<file path="src/rtl/signed_mult_arbiter.sv">
// Round-robin arbiter sharing one 4x4 signed array multiplier among N_REQ requesters.
// The product and the requester ID are held in a one-entry result register with a valid/ready handshake.
module signed_mult_arbiter #(
    parameter int N_REQ = 4,
    parameter int ID_W  = 2,
    parameter int CNT_W = 16
) (
    input  logic                 clk,
    input  logic                 rst,
    input  logic [N_REQ-1:0]     req_valid,
    input  logic [4*N_REQ-1:0]   req_a,
    input  logic [4*N_REQ-1:0]   req_b,
    output logic [N_REQ-1:0]     req_ready,
    output logic                 rsp_valid,
    input  logic                 rsp_ready,
    output logic [8:0]           rsp_data,
    output logic [ID_W-1:0]      rsp_id,
    output logic [CNT_W-1:0]     op_count
);

    typedef enum logic [0:0] {
        ST_EMPTY = 1'b0,
        ST_FULL  = 1'b1
    } state_t;

    state_t             state_q, state_d;
    logic [ID_W-1:0]    rr_ptr_q, rr_ptr_d;
    logic [8:0]         rsp_data_q, rsp_data_d;
    logic [ID_W-1:0]    rsp_id_q, rsp_id_d;
    logic [CNT_W-1:0]   op_count_q, op_count_d;

    logic               can_accept_s;
    logic               win_found_s;
    logic [ID_W-1:0]    win_idx_s;
    logic               accept_s;
    logic [3:0]         win_a_s;
    logic [3:0]         win_b_s;
    logic [8:0]         product_s;
    logic               rsp_fire_s;

    // Modular add on the requester ring; base < N_REQ and offs <= N_REQ, so one wrap suffices.
    function automatic logic [ID_W-1:0] ring_add(input logic [ID_W-1:0] base, input logic [ID_W:0] offs);
        logic [ID_W+1:0] sum;
        sum = {2'b00, base} + {1'b0, offs};
        if (sum >= (ID_W+2)'(N_REQ)) begin
            sum = sum - (ID_W+2)'(N_REQ);
        end else begin
            sum = sum;
        end
        return sum[ID_W-1:0];
    endfunction

    // Shift-add array of partial products; the MSB row of B carries negative weight.
    function automatic logic [8:0] mult4s(input logic [3:0] a, input logic [3:0] b);
        logic [8:0] a_ext;
        logic [8:0] acc;
        a_ext = {{5{a[3]}}, a};
        acc   = 9'd0;
        for (int i = 0; i < 3; i++) begin
            if (b[i]) begin
                acc = acc + (a_ext << i);
            end else begin
                acc = acc;
            end
        end
        if (b[3]) begin
            acc = acc - (a_ext << 3);
        end else begin
            acc = acc;
        end
        return acc;
    endfunction

    // Round-robin search for the first valid requester starting at rr_ptr_q.
    always_comb begin
        logic [ID_W-1:0] cand;
        win_found_s = 1'b0;
        win_idx_s   = {ID_W{1'b0}};
        for (int k = 0; k < N_REQ; k++) begin
            cand = ring_add(rr_ptr_q, (ID_W+1)'(k));
            if (!win_found_s && req_valid[cand]) begin
                win_found_s = 1'b1;
                win_idx_s   = cand;
            end else begin
                win_found_s = win_found_s;
                win_idx_s   = win_idx_s;
            end
        end
    end

    // Grant generation and operand mux into the multiplier.
    always_comb begin
        can_accept_s = (state_q == ST_EMPTY) | rsp_ready;
        accept_s     = win_found_s & can_accept_s & ~rst;
        req_ready    = {N_REQ{1'b0}};
        if (accept_s) begin
            req_ready[win_idx_s] = 1'b1;
        end else begin
            req_ready = {N_REQ{1'b0}};
        end
        win_a_s   = req_a[{win_idx_s, 2'b00} +: 4];
        win_b_s   = req_b[{win_idx_s, 2'b00} +: 4];
        product_s = mult4s(win_a_s, win_b_s);
    end

    // Next state of the result register FSM.
    always_comb begin
        state_d = state_q;
        case (state_q)
            ST_EMPTY: begin
                if (accept_s) begin
                    state_d = ST_FULL;
                end else begin
                    state_d = ST_EMPTY;
                end
            end
            ST_FULL: begin
                if (rsp_ready && !accept_s) begin
                    state_d = ST_EMPTY;
                end else begin
                    state_d = ST_FULL;
                end
            end
            default: state_d = ST_EMPTY;
        endcase
    end

    // FSM outputs.
    always_comb begin
        case (state_q)
            ST_EMPTY: rsp_valid = 1'b0;
            ST_FULL:  rsp_valid = 1'b1;
            default:  rsp_valid = 1'b0;
        endcase
        rsp_data = rsp_data_q;
        rsp_id   = rsp_id_q;
        op_count = op_count_q;
    end

    // Next values for pointer, result payload and the saturating handshake counter.
    always_comb begin
        rsp_fire_s = (state_q == ST_FULL) & rsp_ready;
        if (accept_s) begin
            rsp_data_d = product_s;
            rsp_id_d   = win_idx_s;
            rr_ptr_d   = ring_add(win_idx_s, {{ID_W{1'b0}}, 1'b1});
        end else begin
            rsp_data_d = rsp_data_q;
            rsp_id_d   = rsp_id_q;
            rr_ptr_d   = rr_ptr_q;
        end
        if (rsp_fire_s && (op_count_q != {CNT_W{1'b1}})) begin
            op_count_d = op_count_q + {{(CNT_W-1){1'b0}}, 1'b1};
        end else begin
            op_count_d = op_count_q;
        end
    end

    // State register; reset drops any in-flight result.
    always_ff @(posedge clk) begin
        if (rst) begin
            state_q    <= ST_EMPTY;
            rr_ptr_q   <= {ID_W{1'b0}};
            rsp_data_q <= 9'd0;
            rsp_id_q   <= {ID_W{1'b0}};
            op_count_q <= {CNT_W{1'b0}};
        end else begin
            state_q    <= state_d;
            rr_ptr_q   <= rr_ptr_d;
            rsp_data_q <= rsp_data_d;
            rsp_id_q   <= rsp_id_d;
            op_count_q <= op_count_d;
        end
    end

endmodule

</file>
<file path="config.mk">
export PLATFORM = sky130hd
export DESIGN_NAME = signed_mult_arbiter
export DESIGN_NICKNAME = d
export VERILOG_FILES = /design/src/rtl/signed_mult_arbiter.sv
export SDC_FILE = /design/constraint.sdc
export NUM_CORES = 1
export LEC_CHECK = 0
export ABC_AREA = 1
export CAP_MARGIN = 20
export CORE_MARGIN = 2
export CORE_UTILIZATION = 32
export CTS_BUF_LIST = sky130_fd_sc_hd__clkbuf_8
export CTS_CLUSTER_DIAMETER = 200
export DETAILED_ROUTE_END_ITERATION = 10
export GPL_TIMING_DRIVEN = 0
export SLEW_MARGIN = 15
export SYNTH_ARGS = -nofsm -noshare
export SYNTH_HDL_FRONTEND = slang
export SYNTH_SLANG_ARGS = --single-unit
</file>
<file path="constraint.sdc">
create_clock -name clk -period 7.9 [get_ports clk]
set_input_delay 2.37 -clock clk [delete_from_list [all_inputs] [get_ports clk]]
set_output_delay 2.37 -clock clk [all_outputs]
set_load 0.05 [all_outputs]
</file>
Word-level counts from Yosys, hierarchy flattened
Index checks and enable logic that the tools add are counted.
{"block": "classes", "add_sub_neg": 13, "order_cmp": 11, "n_eq_ne": 1, "shift": 2, "n_mux": 32, "n_bitwise": 6, "n_reduce_logical": 10}
{"cell": "$mux W9", "n": 4}
{"cell": "$shiftx A16 B5 Y4", "n": 2}
{"cell": "$add A9 B9 Y9", "n": 2}
{"cell": "$mux W2", "n": 9}
{"cell": "$add A16 B1 Y16 const B", "n": 1}
{"cell": "$ne A16 B16 Y1 const B", "n": 1}
{"cell": "$lt A2 B3 Y1 const B", "n": 5}
{"cell": "$ge A3 B3 Y1 const B", "n": 4}
{"cell": "$mux W1", "n": 11}
{"cell": "$sub A2 B1 Y2 const B", "n": 5}
{"cell": "$sub A9 B9 Y9", "n": 1}
{"cell": "$bmux W1 S2", "n": 4}
{"cell": "$add A2 B1 Y3 const B", "n": 2}
{"cell": "$add A2 B2 Y3 const B", "n": 2}
{"cell": "$logic_and A1 B1 Y1", "n": 6}
{"cell": "$logic_not A1 Y1", "n": 4}
{"cell": "$mux W4", "n": 1}
{"cell": "$pmux W1 S2", "n": 2}
{"cell": "$and A1 B1 Y1", "n": 3}
{"cell": "$ge A2 B3 Y1 const B", "n": 1}
{"cell": "$demux W1 S2", "n": 1}
{"cell": "$ge A2 B1 Y1 const B", "n": 1}
{"cell": "$not A1 Y1", "n": 2}
{"cell": "$or A1 B1 Y1", "n": 1}
{"block": "word_totals", "reg_bits": 30, "input_bits": 39, "output_inout_bits": 32, "wordCells": 80}

Depth between registers and ports, before layout
Gate-level depths: netlist of the first run.
{"block": "logic_depth", "ltp_word": 22, "mapped_depth": 48, "depth_no_buf": 47}

Least setup slack after synthesis of the first run
Ideal clock, no wire load.
{"block": "synth_path", "path_type": "input to register", "startpoint": "in req_valid[3]", "endpoint": "reg rsp_data_q[8] (netlist: rsp_data[8])", "setup_time_ns": 0.114, "t_arrival_ns": 6.755, "required_time_ns": 7.786, "slack_ns": 1.031, "path_stages": 42, "path_buffers": 1, "path_cell_list": "inv_1 -> nand2_2 -> nand3_1 -> nand2_2 -> nor2_4 -> nand3_4 -> nand3_4 -> buf_6 -> nand2_1 -> o21ai_0 -> nand2_1 -> nand2_1 -> inv_1 -> a21oi_1 -> ha_1 -> inv_1 -> nand2_1 -> nand3_1 -> [6 not listed] -> nand2_1 -> a21oi_1 -> nor2_1 -> nor2_1 -> xor2_1 -> nand2_1 -> nand2_1 -> inv_1 -> ha_1 -> a21o_1 -> a21oi_1 -> nand2_1 -> nand2_1 -> nand2_1 -> nand2_1 -> nand2_1 -> nand2_1 -> nand2_1"}
{"block": "synth_between", "elab_chain_cells": 20, "elab_cells_between_ends": 33, "classes_between": "3 x add/sub; 2 x shift; 20 x mux; 2 x bitwise; 6 x reduce/logical"}
{"element": "start, declared", "line": "10", "source": "input logic [N_REQ-1:0] req_valid,"}
{"element": "$bmux W1 S2", "line": "81", "source": "if (!win_found_s && req_valid[cand]) begin"}
{"element": "$mux W1 (implied by the code)", "line": "81"}
{"element": "$mux W1", "line": "81"}
{"element": "$logic_not A1 Y1", "line": "81"}
{"element": "$logic_and A1 B1 Y1", "line": "81"}
{"element": "$mux W1", "line": "81"}
{"element": "$logic_not A1 Y1", "line": "81"}
{"element": "$logic_and A1 B1 Y1", "line": "81"}
{"element": "[4 not listed]"}
{"element": "$shiftx A16 B5 Y4 (on tied branches)", "line": "101, 102"}
{"element": "$mux W9", "line": "60", "source": "if (b[i]) begin"}
{"element": "$add A9 B9 Y9", "line": "61", "source": "acc = acc + (a_ext << i);"}
{"element": "$mux W9", "line": "60"}
{"element": "$add A9 B9 Y9", "line": "61"}
{"element": "$mux W9", "line": "60"}
{"element": "$sub A9 B9 Y9", "line": "67", "source": "acc = acc - (a_ext << 3);"}
{"element": "$mux W9", "line": "66", "source": "if (b[3]) begin"}
{"element": "end signal, assigned", "line": "170", "source": "rsp_data_q <= rsp_data_d;"}
{"element": "end, declared", "line": "28", "source": "logic [8:0] rsp_data_q, rsp_data_d;"}
Parallel ways exist; a longest one is shown, timed or not. The select of a mux whose other input is x is not followed.
A chain may end at the register's enable or synchronous reset.

Worst setup path in the final report of the first run
{"block": "layout_path", "startpoint": "in req_valid[1]", "endpoint": "reg rsp_data_q[8] (netlist: rsp_data[8])"}
The elaborated chain is that of the path after synthesis.

==> results of run 1 <==
cells in the mapped netlist, types with 2 or more instances:
cell type	number
sky130_fd_sc_hd__nor2_2	4
sky130_fd_sc_hd__xnor2_1	2
sky130_fd_sc_hd__xor2_1	4
sky130_fd_sc_hd__nand2_4	3
sky130_fd_sc_hd__o21ai_0	18
sky130_fd_sc_hd__a21oi_1	31
sky130_fd_sc_hd__o211ai_1	2
sky130_fd_sc_hd__nor2_1	24
sky130_fd_sc_hd__nand3_2	6
sky130_fd_sc_hd__nand2_1	128
sky130_fd_sc_hd__ha_1	20
sky130_fd_sc_hd__inv_1	76
sky130_fd_sc_hd__o21a_1	2
sky130_fd_sc_hd__a31oi_1	2
sky130_fd_sc_hd__buf_6	4
sky130_fd_sc_hd__nor3_1	5
sky130_fd_sc_hd__nor4_1	4
sky130_fd_sc_hd__o21bai_1	2
sky130_fd_sc_hd__clkbuf_1	5
sky130_fd_sc_hd__nand3_1	38
sky130_fd_sc_hd__nand2_2	17
sky130_fd_sc_hd__nand3_4	2
sky130_fd_sc_hd__or2_2	2
sky130_fd_sc_hd__o21ai_1	4
sky130_fd_sc_hd__nand4_1	6
sky130_fd_sc_hd__dfxtp_1	30
sky130_fd_sc_hd__inv_2	4
sequential cells by signal, summed over array words and instances (netlist names):
name      cells
state_q       1
rsp_data      9
rsp_id        2
op_count     16
rr_ptr_q      2
stage by stage:
stage               std cells  util (%)  setup slack [ns]  setup TNS, ns  hold slack [ns]
floorplan                 458         -              1.03              0            0.541
global placement          636      42.5           -0.0628        -0.0628            0.457
detailed placement        636      42.5            -0.121         -0.121            0.461
CTS                       644      43.7             0.162              0            0.470
global route              646      44.6          -0.00206       -0.00206            0.484
finish                    646      44.6             0.437              0            0.466
tightest hold or removal path: cells and delay by family, from the launching register on:
kind / cells / cell delay (ns)
flip-flops: 1 / 0.31
AO/OA/AOI/OAI: 1 / 0.05
AND/OR/NAND/NOR: 1 / 0.06
layout make-up:
class / count / area, um^2 / share of cell area [%]
Buffer: 9 / 63.8 / 1.66
Clock buffer: 5 / 68.8 / 1.79
Clock inverter: 3 / 37.5 / 0.975
Inverter: 82 / 309 / 8.03
Multi-Input combinational cell: 337 / 1920 / 49.9
Sequential cell: 30 / 601 / 15.6
Tap cell: 108 / 135 / 3.51
Timing Repair Buffer: 72 / 716 / 18.6
worst paths after layout:
path / start / end / slack (ns) / cells past startpoint
worst min register to register: rsp_data[3]$_SDFFE_PP0P_ / rsp_data[3]$_SDFFE_PP0P_ / 0.47 / 2
worst max register to register: rr_ptr_q[1]$_SDFFE_PP0P_ / rsp_data[8]$_SDFFE_PP0P_ / 2.48 / 39
worst max-delay path: req_valid[1] / rsp_data[8]$_SDFFE_PP0P_ / 0.44 / 39
worst min-delay path: rsp_data[3]$_SDFFE_PP0P_ / rsp_data[3]$_SDFFE_PP0P_ / 0.47 / 2
kinds of logic (layout without fill, tap and decap cells):
kind of cell             Yosys count  after routing  synth area share, %
buffers and inverters             91            171                 13.2
AND/OR/NAND/NOR                  246            246                 41.8
flip-flops                        30             30                 21.2
adder cells (fa/ha/maj)           21             21                 9.54
XOR/XNOR                           6              6                 1.86
AO/OA/AOI/OAI                     64             64                 12.4
layer usage:
layer	share of wire, %	GRT usage, %
met1	46	19.9
met2	49	28.8
met3	3.9	2.72
met4	1.3	4.06
met5	0	0
repair_timing:
item | in CTS | in global routing
setup endpoints to repair | 0 | 2
resized for setup | 0 | 12
buffers inserted | 0 | 2
==> impl_results.rst, run 1 <==
.. list-table::
   :header-rows: 1

   * - Metric
     - Value
   * - Commonest cells after routing, fill and taps aside
     - sky130_fd_sc_hd__nand2_1 (127), sky130_fd_sc_hd__inv_1 (77), sky130_fd_sc_hd__clkdlybuf4s50_1 (70)
   * - Outcome
     - finished clean
   * - Maximum number of pins on one net before global-route repair
     - 12
   * - Area of placed instances
     - around 3700 um^2
   * - Antenna cell count
     - 0
   * - Number of remaining DRC errors
     - 0
   * - Master cell of the clock root buffer
     - sky130_fd_sc_hd__clkbuf_8
   * - Number of buffers inserted during clock tree synthesis
     - 5
   * - Post-synth EDFFs
     - 0
   * - Post-synth design cell area
     - roughly 2800 um^2
   * - Top post-synthesis cells by area
     - sky130_fd_sc_hd__dfxtp_1 (21%), sky130_fd_sc_hd__nand2_1 (17%), sky130_fd_sc_hd__inv_1 (10%)
   * - Worst-Skew Late Latency
     - 0.29 ns
   * - Measured slew at the worst slew-check pin
     - 0.549 ns
   * - Gr usage total
     - 16.1%
   * - Number of buffers on the longest clock path
     - 2
   * - Hold Path Class
     - flop to flop
   * - Number of placement rows
     - 34
   * - #FFs+latches synth
     - 30
   * - Sort of element at the end of the critical path
     - flop
   * - Dominant cell type by count on the critical path
     - sky130_fd_sc_hd__nand2_1
   * - Top-area cell type share of the netlist area
     - around a fifth
   * - Average detailed-routed wire length per instance
     - 11.7 um
   * - Nets
     - between 500 and 600
   * - Number of buffers and inverters on the critical path
     - 5
   * - Core outline area
     - 8640 um^2
   * - Filler cell count
     - 919
   * - Final number of hold-violating endpoints
     - 0
   * - Share of the yosys chip area belonging to registers
     - a little over a fifth
   * - Worst Clk Skew
     - 0.00788 ns
   * - Dominant cell type by area after synthesis
     - sky130_fd_sc_hd__dfxtp_1
   * - Fmax
     - roughly 130 MHz
   * - Die extent in x
     - 98.1 um
   * - Total number of yosys warnings
     - 0
   * - Nets in the synthesized netlist
     - 518
   * - TritonCTS sink count
     - 30
   * - Worst endpoint required time
     - just over 8 ns
   * - Final Cycle Share
     - 94.5%
   * - Post-cts hold buffer count
     - 0
   * - Weighted congestion at the end of routability-driven global placement
     - between 0.8 and 0.9
   * - Most common cell after layout, fill and taps aside
     - sky130_fd_sc_hd__nand2_1
   * - Min cycle time layout
     - between 7 and 8 ns
   * - Max-slew violation count
     - 0
   * - Overflow left after global routing
     - 0
   * - Stage delay of the slowest cell on the critical path
     - about 0.42 ns
   * - Growth of design area from synthesis to finish
     - 36.0%
   * - Starting density of the core
     - between 30 and 40%
   * - Fraction of synthesis flops using an asynchronous set or reset pin
     - 0%
   * - Flip-flop cell with the highest count after synthesis
     - sky130_fd_sc_hd__dfxtp_1
   * - Max-slew headroom at the worst pin
     - a little under two thirds
   * - DIE HEIGHT
     - 98.1 um
   * - First-pass GRT wire length
     - 13,100 um
   * - Number of port buffers
     - 70
   * - CP max-delay cell
     - sky130_fd_sc_hd__clkdlybuf4s50_1
   * - Total half-perimeter wirelength after legalization and detailed placement
     - between 6000 and 7000 um
   * - Delay-heaviest family, CP
     - simple AND/OR/NAND/NOR gates
   * - Number of distinct standard cells referenced by the synthesized netlist
     - 40
   * - DIE AREA
     - between 9000 and 10,000 um^2
   * - Detailed-routing iteration count for the pre-antenna-repair pass
     - 4
   * - Number of antenna violations at the first check in global routing
     - 0
   * - H-Tree Level Count
     - 2
   * - Violation count after the first detailed-routing iteration
     - 123
   * - Startpoint class of the critical path
     - input port
   * - Sum of routed wire length over all layers
     - between 7000 and 8000 um
   * - Classification of the worst setup path
     - input port to flop
   * - Final cell area excluding filler cells
     - between 3000 and 4000 um^2
   * - Signal arrival time at the worst endpoint
     - between 7 and 8 ns
   * - Via-to-Cell Ratio
     - ~4.7
   * - Setup violators final
     - 0
   * - Share of cells above drive strength 1
     - between 10% and 20%
   * - CTS tree
     - done
   * - Number of placed I/O pins
     - 71
   * - Avg Inst Size Synth
     - 6.18 um^2
   * - Clock slew seen by the registers of the worst setup and hold paths
     - approximately 0.060 ns
   * - ANT nets after route
     - 0
   * - Worst Path Max Fanout
     - 11
   * - Via count
     - 3,035
   * - Via count of the first global-routing pass
     - between 2,000 and 3,000
   * - Number of maximum-capacitance violations
     - 0
   * - Post-Syn Instances
     - 458
Power of run 1 is not shown: default switching activity piles up to over one toggle a cycle in this logic, so the estimate is an artifact.
==> run 2, diff against run 1 <==
Settings changed: TNS_END_PERCENT set to 1.
==> results of run 2 <==
The final DEF is identical to that of run 1; final timing and power are the same.
Power of run 2 is left out for the same reason.
==> run 3, diff against run 2 <==
Settings changed: CAP_MARGIN 20 to 15.
==> results of run 3 <==
The final DEF is identical to that of run 1; final timing and power are the same.
Power of run 3 is left out for the same reason.
